===== src/rtl/mdu_booth_seq_if.sv =====
// -----------------------------------------------------------------------------
// mdu_booth_seq_if
//
// Purpose: control/status bundle between the E-stage pipeline logic and the
// multiply/divide sequencer. The pipeline side uses the master modport and the
// sequencer uses the slave modport.
//
// Parameter:
//   CNT_W      width of STEP_IDX
//
// Signals (master -> slave):
//   START      operation request
//   OP[1:0]    00 MULTU, 01 MULT, 10 DIVU, 11 DIV
//   DIVZERO    divisor is zero (sampled at accept)
//   KILL       synchronous abort from pipeline flush
//   EARLY_OK   remaining multiplier digits are all sign bits
// Signals (slave -> master):
//   BUSY, MULT_STEP, DIV_STEP, FIXUP, STEP_IDX, SIGNED_OP,
//   MULTUSCYC, MULTSHCYC, DIV2HI, HI_WE, DIV_ERR, DONE
// -----------------------------------------------------------------------------
interface mdu_booth_seq_if #(
    parameter int CNT_W = 6
) ();
    logic             START;
    logic [1:0]       OP;
    logic             DIVZERO;
    logic             KILL;
    logic             EARLY_OK;

    logic             BUSY;
    logic             MULT_STEP;
    logic             DIV_STEP;
    logic             FIXUP;
    logic [CNT_W-1:0] STEP_IDX;
    logic             SIGNED_OP;
    logic             MULTUSCYC;
    logic             MULTSHCYC;
    logic             DIV2HI;
    logic             HI_WE;
    logic             DIV_ERR;
    logic             DONE;

    modport master (
        output START, OP, DIVZERO, KILL, EARLY_OK,
        input  BUSY, MULT_STEP, DIV_STEP, FIXUP, STEP_IDX, SIGNED_OP,
               MULTUSCYC, MULTSHCYC, DIV2HI, HI_WE, DIV_ERR, DONE
    );

    modport slave (
        input  START, OP, DIVZERO, KILL, EARLY_OK,
        output BUSY, MULT_STEP, DIV_STEP, FIXUP, STEP_IDX, SIGNED_OP,
               MULTUSCYC, MULTSHCYC, DIV2HI, HI_WE, DIV_ERR, DONE
    );
endinterface


===== src/rtl/mdu_booth_seq.sv =====
// -----------------------------------------------------------------------------
// mdu_booth_seq
//
// Purpose: sequencer for the multi-cycle multiply/divide unit. Accepts one
// operation per START, steps the radix-4 Booth multiplier datapath (one digit
// per cycle) or the restoring divider (one bit per cycle), strobes the signed
// divide fixup, and produces the one-cycle HI/LO writeback with its one-hot
// result-mux selects and the BUSY/DONE handshake to the E stage.
//
// Parameters:
//   WIDTH      operand width, even, 8..64
//   CNT_W      STEP_IDX width, 2**CNT_W > WIDTH
//
// Ports:
//   CLK        clock, rising edge
//   RESET      asynchronous active-high reset
//   mdu        mdu_booth_seq_if.slave bundle (START/OP/DIVZERO/KILL/EARLY_OK in,
//              BUSY/step strobes/STEP_IDX/SIGNED_OP/writeback selects/
//              HI_WE/DIV_ERR/DONE out)
//
// Optional feature (compile-time macro MDU_EARLY_OUT_EN):
//   When defined, a signed multiply finishes early once EARLY_OK reports that
//   the remaining multiplier digits are pure sign extension (earliest at
//   STEP_IDX=1). When undefined, EARLY_OK is ignored.
// -----------------------------------------------------------------------------
module mdu_booth_seq #(
    parameter int WIDTH = 32,
    parameter int CNT_W = 6
) (
    input  logic              CLK,
    input  logic              RESET,
    mdu_booth_seq_if.slave    mdu
);

    localparam logic [2:0] S_IDLE  = 3'd0;
    localparam logic [2:0] S_MUL   = 3'd1;
    localparam logic [2:0] S_DIV   = 3'd2;
    localparam logic [2:0] S_FIXUP = 3'd3;
    localparam logic [2:0] S_WB    = 3'd4;

    // Index of the final step of each operation. Unsigned multiply needs one
    // extra Booth digit to absorb the zero-extended top bit of the multiplier.
    localparam logic [CNT_W-1:0] LAST_MULT  = CNT_W'(WIDTH/2 - 1);
    localparam logic [CNT_W-1:0] LAST_MULTU = CNT_W'(WIDTH/2);
    localparam logic [CNT_W-1:0] LAST_DIV   = CNT_W'(WIDTH - 1);

    logic [2:0]       state_q, state_d;
    logic [CNT_W-1:0] step_idx_q, step_idx_d;
    logic             signed_op_q, signed_op_d;
    logic             is_div_q, is_div_d;
    logic             div_err_q, div_err_d;

    logic             in_mul, in_div, in_fix, in_wb;
    logic             accept;
    logic             mul_last;
    logic             early_last;

    assign in_mul = (state_q == S_MUL);
    assign in_div = (state_q == S_DIV);
    assign in_fix = (state_q == S_FIXUP);
    assign in_wb  = (state_q == S_WB);

    // New work is taken in IDLE and in WB (back-to-back without a bubble);
    // a flush in the same cycle wins over the request.
    assign accept = mdu.START & ~mdu.KILL & (state_q == S_IDLE || in_wb);

`ifdef MDU_EARLY_OUT_EN
    assign early_last = signed_op_q & mdu.EARLY_OK & (step_idx_q != '0);
`else
    logic unused_early_ok;
    assign unused_early_ok = mdu.EARLY_OK;
    assign early_last      = 1'b0;
`endif

    assign mul_last = early_last |
                      (step_idx_q == (signed_op_q ? LAST_MULT : LAST_MULTU));

    always_comb begin
        state_d     = state_q;
        step_idx_d  = step_idx_q;
        signed_op_d = signed_op_q;
        is_div_d    = is_div_q;
        div_err_d   = div_err_q;

        case (state_q)
            S_IDLE, S_WB: begin
                if (accept) begin
                    signed_op_d = mdu.OP[0];
                    is_div_d    = mdu.OP[1];
                    step_idx_d  = '0;
                    div_err_d   = mdu.OP[1] & mdu.DIVZERO;
                    if (!mdu.OP[1]) begin
                        state_d = S_MUL;
                    end else if (mdu.DIVZERO) begin
                        // Nothing to compute: report the error straight away.
                        state_d = S_WB;
                    end else begin
                        state_d = S_DIV;
                    end
                end else begin
                    state_d = S_IDLE;
                end
            end
            S_MUL: begin
                // STEP_IDX stays at the last digit so it never runs past
                // the operand during WB.
                if (mul_last) begin
                    state_d = S_WB;
                end else begin
                    step_idx_d = step_idx_q + 1'b1;
                end
            end
            S_DIV: begin
                if (step_idx_q == LAST_DIV) begin
                    state_d = signed_op_q ? S_FIXUP : S_WB;
                end else begin
                    step_idx_d = step_idx_q + 1'b1;
                end
            end
            S_FIXUP: begin
                state_d = S_WB;
            end
            default: begin
                state_d = S_IDLE;
            end
        endcase

        // Flush abandons whatever is in flight. The WB outputs of the current
        // cycle are Moore outputs and are therefore unaffected.
        if (mdu.KILL) begin
            state_d = S_IDLE;
        end
    end

    always_ff @(posedge CLK or posedge RESET) begin
        if (RESET) begin
            state_q     <= S_IDLE;
            step_idx_q  <= '0;
            signed_op_q <= 1'b0;
            is_div_q    <= 1'b0;
            div_err_q   <= 1'b0;
        end else begin
            state_q     <= state_d;
            step_idx_q  <= step_idx_d;
            signed_op_q <= signed_op_d;
            is_div_q    <= is_div_d;
            div_err_q   <= div_err_d;
        end
    end

    assign mdu.BUSY      = in_mul | in_div | in_fix;
    assign mdu.MULT_STEP = in_mul;
    assign mdu.DIV_STEP  = in_div;
    assign mdu.FIXUP     = in_fix;
    assign mdu.STEP_IDX  = step_idx_q;
    assign mdu.SIGNED_OP = signed_op_q;

    // Writeback selects are one-hot during WB and all low otherwise.
    assign mdu.MULTUSCYC = in_wb & ~is_div_q & ~signed_op_q;
    assign mdu.MULTSHCYC = in_wb & ~is_div_q &  signed_op_q;
    assign mdu.DIV2HI    = in_wb &  is_div_q;
    assign mdu.HI_WE     = in_wb;
    assign mdu.DIV_ERR   = in_wb & div_err_q;
    assign mdu.DONE      = in_wb;

endmodule

===== src/flat_wrapper.sv =====
// flat-port wrapper written by rule: the top's interface ports become plain ports
module mdu_booth_seq_flat 
#(
    parameter int WIDTH = 32,
    parameter int CNT_W = 6
)
  (CLK, RESET, mdu_START, mdu_OP, mdu_DIVZERO, mdu_KILL, mdu_EARLY_OK, mdu_BUSY, mdu_MULT_STEP, mdu_DIV_STEP, mdu_FIXUP, mdu_STEP_IDX, mdu_SIGNED_OP, mdu_MULTUSCYC, mdu_MULTSHCYC, mdu_DIV2HI, mdu_HI_WE, mdu_DIV_ERR, mdu_DONE);
  mdu_booth_seq_if #(.CNT_W(CNT_W)) mdu_i ();
  input  logic CLK;
  input  logic RESET;
  input wire logic [$bits(mdu_i.START)-1:0] mdu_START;
  input wire logic [$bits(mdu_i.OP)-1:0] mdu_OP;
  input wire logic [$bits(mdu_i.DIVZERO)-1:0] mdu_DIVZERO;
  input wire logic [$bits(mdu_i.KILL)-1:0] mdu_KILL;
  input wire logic [$bits(mdu_i.EARLY_OK)-1:0] mdu_EARLY_OK;
  output wire logic [$bits(mdu_i.BUSY)-1:0] mdu_BUSY;
  output wire logic [$bits(mdu_i.MULT_STEP)-1:0] mdu_MULT_STEP;
  output wire logic [$bits(mdu_i.DIV_STEP)-1:0] mdu_DIV_STEP;
  output wire logic [$bits(mdu_i.FIXUP)-1:0] mdu_FIXUP;
  output wire logic [$bits(mdu_i.STEP_IDX)-1:0] mdu_STEP_IDX;
  output wire logic [$bits(mdu_i.SIGNED_OP)-1:0] mdu_SIGNED_OP;
  output wire logic [$bits(mdu_i.MULTUSCYC)-1:0] mdu_MULTUSCYC;
  output wire logic [$bits(mdu_i.MULTSHCYC)-1:0] mdu_MULTSHCYC;
  output wire logic [$bits(mdu_i.DIV2HI)-1:0] mdu_DIV2HI;
  output wire logic [$bits(mdu_i.HI_WE)-1:0] mdu_HI_WE;
  output wire logic [$bits(mdu_i.DIV_ERR)-1:0] mdu_DIV_ERR;
  output wire logic [$bits(mdu_i.DONE)-1:0] mdu_DONE;
  assign mdu_i.START = mdu_START;
  assign mdu_i.OP = mdu_OP;
  assign mdu_i.DIVZERO = mdu_DIVZERO;
  assign mdu_i.KILL = mdu_KILL;
  assign mdu_i.EARLY_OK = mdu_EARLY_OK;
  assign mdu_BUSY = mdu_i.BUSY;
  assign mdu_MULT_STEP = mdu_i.MULT_STEP;
  assign mdu_DIV_STEP = mdu_i.DIV_STEP;
  assign mdu_FIXUP = mdu_i.FIXUP;
  assign mdu_STEP_IDX = mdu_i.STEP_IDX;
  assign mdu_SIGNED_OP = mdu_i.SIGNED_OP;
  assign mdu_MULTUSCYC = mdu_i.MULTUSCYC;
  assign mdu_MULTSHCYC = mdu_i.MULTSHCYC;
  assign mdu_DIV2HI = mdu_i.DIV2HI;
  assign mdu_HI_WE = mdu_i.HI_WE;
  assign mdu_DIV_ERR = mdu_i.DIV_ERR;
  assign mdu_DONE = mdu_i.DONE;
  mdu_booth_seq #(.WIDTH(WIDTH), .CNT_W(CNT_W)) u_core (.CLK(CLK), .RESET(RESET), .mdu(mdu_i));
endmodule

===== config.mk =====
export PLATFORM = sky130hd
export DESIGN_NAME = mdu_booth_seq_flat
export DESIGN_NICKNAME = d
export VERILOG_FILES = /design/src/rtl/mdu_booth_seq_if.sv /design/src/rtl/mdu_booth_seq.sv /design/src/flat_wrapper.sv
export SDC_FILE = /design/constraint.sdc
export NUM_CORES = 1
export LEC_CHECK = 0
export ABC_AREA = 1
export CAP_MARGIN = 15
export CELL_PAD_IN_SITES_DETAIL_PLACEMENT = 1
export CELL_PAD_IN_SITES_GLOBAL_PLACEMENT = 1
export CORE_MARGIN = 4
export CORE_UTILIZATION = 33
export CTS_BUF_LIST = sky130_fd_sc_hd__clkbuf_8
export DETAILED_ROUTE_END_ITERATION = 10
export HOLD_SLACK_MARGIN = 0.06
export PLACE_DENSITY_LB_ADDON = 0.1
export SKIP_CTS_REPAIR_TIMING = 1
export SYNTH_ARGS = -nofsm -noshare
export SYNTH_HDL_FRONTEND = slang
export SYNTH_SLANG_ARGS = --single-unit

===== constraint.sdc =====
create_clock -name CLK -period 1.71 [get_ports CLK]
set_input_delay 0.342 -clock CLK [delete_from_list [all_inputs] [get_ports CLK]]
set_output_delay 0.342 -clock CLK [all_outputs]
set_load 0.01 [all_outputs]

# == Word-level counts from Yosys, hierarchy flattened ==
# Cells that the tools add are included.
# totals
reg_bits,12
input_bits,8
output_inout_bits,17
# op_classes
bitwise,13
n_mux,13
n_eq_ne,11
addsub,1
n_reduce_logical,7
# op_table
cell,n
$mux W3,7
$mux W6,3
$pmux W6 S3,1
$pmux W3 S4,1
$and A1 B1 Y1,8
$add A6 B1 Y6 const B,1
$eq A3 B2 Y1 const B,2
$eq A6 B5 Y1 const B,1
$eq A6 B6 Y1,1
$ne A3 B3 Y1 const B,2
$mux W5,1
$ne A2 B2 Y1 const B,2
$reduce_and A2 Y1,2
$reduce_and A4 Y1,1
$eq A3 B1 Y1 const B,1
$eq A3 B3 Y1 const B,1
$logic_not A3 Y1,1
$not A1 Y1,3
$reduce_bool A3 Y1,1
$ne A2 B1 Y1 const B,1
$or A1 B1 Y1,2
$reduce_or A2 Y1,1
$logic_or A1 B1 Y1,1

# == Longest topological paths before layout ==
# logic_depth
word_depth,6
mapped_depth,9
depth_no_buf,9

# == Least setup slack after synthesis ==
# Ideal clock, no wire load.
# synth_path
kind,flip-flop to output port
from,register u_core.state_q[0]
to,output port mdu_MULTSHCYC
setup_slack_ns,0.197
arrival_time_ns,1.171
path_buffers,0
stages_incl_launch_ff,6
path_cell_list,dfrtp_1 > nor2_2 > inv_1 > nor2_1 > nand2_1 > nor2_1
# synth_via
elab_chain_len,3
# synth_rtl
element,line,rtl
"start, declared",mdu_booth_seq.sv:47,"logic [2:0] state_q, state_d;"
"start signal, assigned",mdu_booth_seq.sv:143,state_q <= state_d;
$eq A3 B3 Y1,mdu_booth_seq.sv:61,assign in_wb = (state_q == S_WB);
via mdu_DONE,flat_wrapper.sv:27,output wire logic [$bits(mdu_i.DONE)-1:0] mdu_DONE;
$and A1 B1 Y1 (2 in series),mdu_booth_seq.sv:160,assign mdu.MULTSHCYC = in_wb & ~is_div_q & signed_op_q;
"end, declared",flat_wrapper.sv:23,output wire logic [$bits(mdu_i.MULTSHCYC)-1:0] mdu_MULTSHCYC;
# The timed path passes the listed nets, and every way through them passes these cells.

# == Worst setup path after layout ==
# layout_path
from,"register u_core.step_idx_q[2], in the netlist u_core.mdu.STEP_IDX[2]"
to,output port mdu_STEP_IDX[2]
# layout_rtl
element,line,rtl
"start, declared",mdu_booth_seq.sv:48,"logic [CNT_W-1:0] step_idx_q, step_idx_d;"
"start signal, assigned",mdu_booth_seq.sv:144,step_idx_q <= step_idx_d;
"end, declared",flat_wrapper.sv:20,output wire logic [$bits(mdu_i.STEP_IDX)-1:0] mdu_STEP_IDX;
# No word-level cell between the ends.

==> results.json <==
{
  "postPlaceCellArea_um2": 1170,
  "hold_viol_final": 0,
  "drt_iter0_markers": 37,
  "dr.pass1.iters": 4,
  "crit_path_start": "u_core.mdu.STEP_IDX[2]",
  "drt-vias-per-instance": 4.79,
  "slowest_delay_ns": 0.59,
  "layout.nets": 174,
  "cp.required_ns": 1.37,
  "worst-path-stages": 1,
  "syn_avg_cell_area_um2": 6.51,
  "yosys.area.top_type": "dfrtp_1",
  "cts_max_path_buffers": 2,
  "clockRootBuffer": "clkbuf_8",
  "fp-row-count": 18,
  "grt_overflow": 0,
  "critical_path.top_delay_family": "buffers and inverters",
  "ant_nets": 0,
  "die_area_um2": 3440,
  "grt_pass1_vias": 1002,
  "io_pins": 25,
  "area_growth_pct": 45.4,
  "worst_hold_slack_ns": 0.433,
  "async_reset_ff_share_pct": 100,
  "wl_per_cell_um": 13.4,
  "ys_warn_count": 0,
  "drv_slew": 0,
  "layout-drive-gt1-share_pct": 20.7,
  "cts_tree": "done",
  "final_util_pct": 50.1,
  "worst_pin_slew_ns": 0.502,
  "power_frac_seq_pct": 34.1,
  "reg2reg_to": "u_core.mdu.STEP_IDX[2]",
  "rsz0062_at_grt": "no",
  "syn-instance-count": 130,
  "core-area_um2": 2450,
  "die_w_um": 58.6,
  "synth_area_leaders": "dfrtp_1 36%, nand2_1 17%, nand3_1 10%",
  "r2r_cells": 9,
  "drt_wl_total_um": 2590,
  "synth_edf_count": 0,
  "num_vias": 929,
  "reg2reg_slack_ns": 0.23,
  "synth_top_cells_by_count": "39 x nand2_1, 17 x nand3_1, 16 x inv_1",
  "yosysSeqAreaShare_pct": 35.5,
  "track_usage_pct": 17.3,
  "antenna_found_initial": 0,
  "fmax_mhz": 608,
  "cts_buffers": 3,
  "critPathBufInv": 1,
  "clkPwrFrac_pct": 30.8,
  "ir_drop_mv": 0.433,
  "portBuffers": 23,
  "relSlewSlack_pct": 66.5,
  "design_area_um2": 1230,
  "synth_top_area_share_pct": 35.5,
  "grt_start_max_net_pins": 13,
  "clock_latency_ns": 0.24,
  "switchingPower_w": 0.000358,
  "path_cells": "clkdlybuf4s50_1",
  "ys.flop_type": "dfrtp_1",
  "syn-num-nets": 139,
  "p_int_w": 0.000675,
  "clk_pin_slew_ns": 0.06,
  "synth_area_um2": 846,
  "drc": 0,
  "diodes": 0,
  "initial_core_util_pct": 34.5,
  "crit_slowest_cell": "clkdlybuf4s50_1",
  "hold_path.class": "in -> async",
  "cts_max_level": 1,
  "fin_worst_skew_ns": 0.00310,
  "top_usage_layer": "met2",
  "cp.arrival_ns": 1.30,
  "worst_setup_path_start_kind": "flip-flop",
  "reg2reg_from": "u_core.mdu.STEP_IDX[1]",
  "power_density_nw_per_um2": 840,
  "path_max_fanout": 8,
  "dieHeight_um": 58.6,
  "crit_path_end": "mdu_STEP_IDX[2]",
  "setup_violations": 0,
  "synth.ff_latch_count": 12,
  "use_met2_pct": 28.9,
  "synthDistinctLibCells": 21,
  "finalPower_w": 0.00103,
  "synth.most_common_cell": "nand2_1",
  "p_comb_share_pct": 35.1,
  "hpwl_um": 2050,
  "period_needed_ns": 1.65,
  "fin_crit_sh_pct": 96.3,
  "grt_pass1_wl_um": 4420,
  "outcome": "finished, final reports clean",
  "cts.sinks": 12,
  "grtUsageMet1_pct": 20.9,
  "gp_congestion": 0.740,
  "globalRouteMet3Util_pct": 4.17,
  "worstSetupEndpointType": "primary output",
  "p_sw_share_pct": 34.7,
  "worstSetupPathType": "reg -> out",
  "leakagePower_nw": 0.705,
  "drv_cap": 0
}
## power by group through the flow
stage	clock [W]	sequential, W	combinational, W
CTS	0.000323	0.000353	0.000371
floorplan	0	0.000359	0.000188
global placement	0	0.000356	0.000354
finish	0.000318	0.000352	0.000363
detailed placement	0	0.000358	0.000367
global route	0.000344	0.000358	0.000407
## sequential cells by signal (all words and copies together) (netlist names)
name / flops
u_core.div_err_q: 1
u_core.is_div_q: 1
u_core.mdu.SIGNED_OP: 1
u_core.mdu.STEP_IDX: 6
u_core.state_q: 3
## cell families (layout without fill, tap and decap cells)
logic type | count (synthesis) | in the layout | share of synthesized area (%)
AOI/OAI and AO/OA | 11 | 11 | 7.84
buffers and inverters | 25 | 59 | 11.7
DFF | 12 | 12 | 35.5
and+or+nand+nor | 81 | 81 | 43.5
adders and majority gates | 1 | 1 | 1.48
## area by class of cell
cell class / count / area, µm²
inverters: 23 / 86.3
clock buffers: 4 / 55.1
fillers: 328 / 1220
flip-flops and latches: 12 / 302
multi-input cells: 93 / 457
well taps: 30 / 37.5
repair buffers: 32 / 293
## metrics by stage
step	TNS, ns	instances	setup WS (ns)
2_1_floorplan	0	130	0.197
3_5_place_dp	-0.563	190	-0.172
3_3_place_gp	-0.427	190	-0.127
5_1_grt	0	194	0.000500
4_1_cts	-2.67	194	-0.437
6_report	0	194	0.0641
## layout by cell type (no fill, tap or decap), types with 2 or more instances in the layout
master	count
inv_1	16
buf_4	9
a21oi_1	4
nor2_1	13
o21ai_1	2
clkbuf_2	4
nor3_1	2
o21ai_0	4
dlymetal6s2s_1	6
clkbuf_8	4
nand2_2	2
nor2_2	3
nand2_1	38
nand3_1	17
dfrtp_1	11
clkdlybuf4s50_1	13
inv_2	7
## worst min-delay path by stage
stage / endpoint / cells past startpoint / start / slack, ns
finish: u_core.mdu.STEP_IDX[1] / 2 / RESET / 0.43
global route: u_core.mdu.STEP_IDX[4] / 2 / RESET / 0.48
CTS: u_core.mdu.STEP_IDX[4] / 2 / RESET / 0.44
detailed placement: u_core.mdu.STEP_IDX[5] / 2 / u_core.mdu.STEP_IDX[5] / 0.54
global placement: u_core.mdu.STEP_IDX[5] / 2 / u_core.mdu.STEP_IDX[5] / 0.51
floorplan: u_core.div_err_q / 1 / RESET / 0.21
## per-layer routing
metal  wire length [µm]  vias up
met5                  0        -
met1               1190      440
met3                 92        5
met2               1270       13
li1                   -      471
met4                 43        0
No activity file was read; power rests on OpenSTA's default activity.
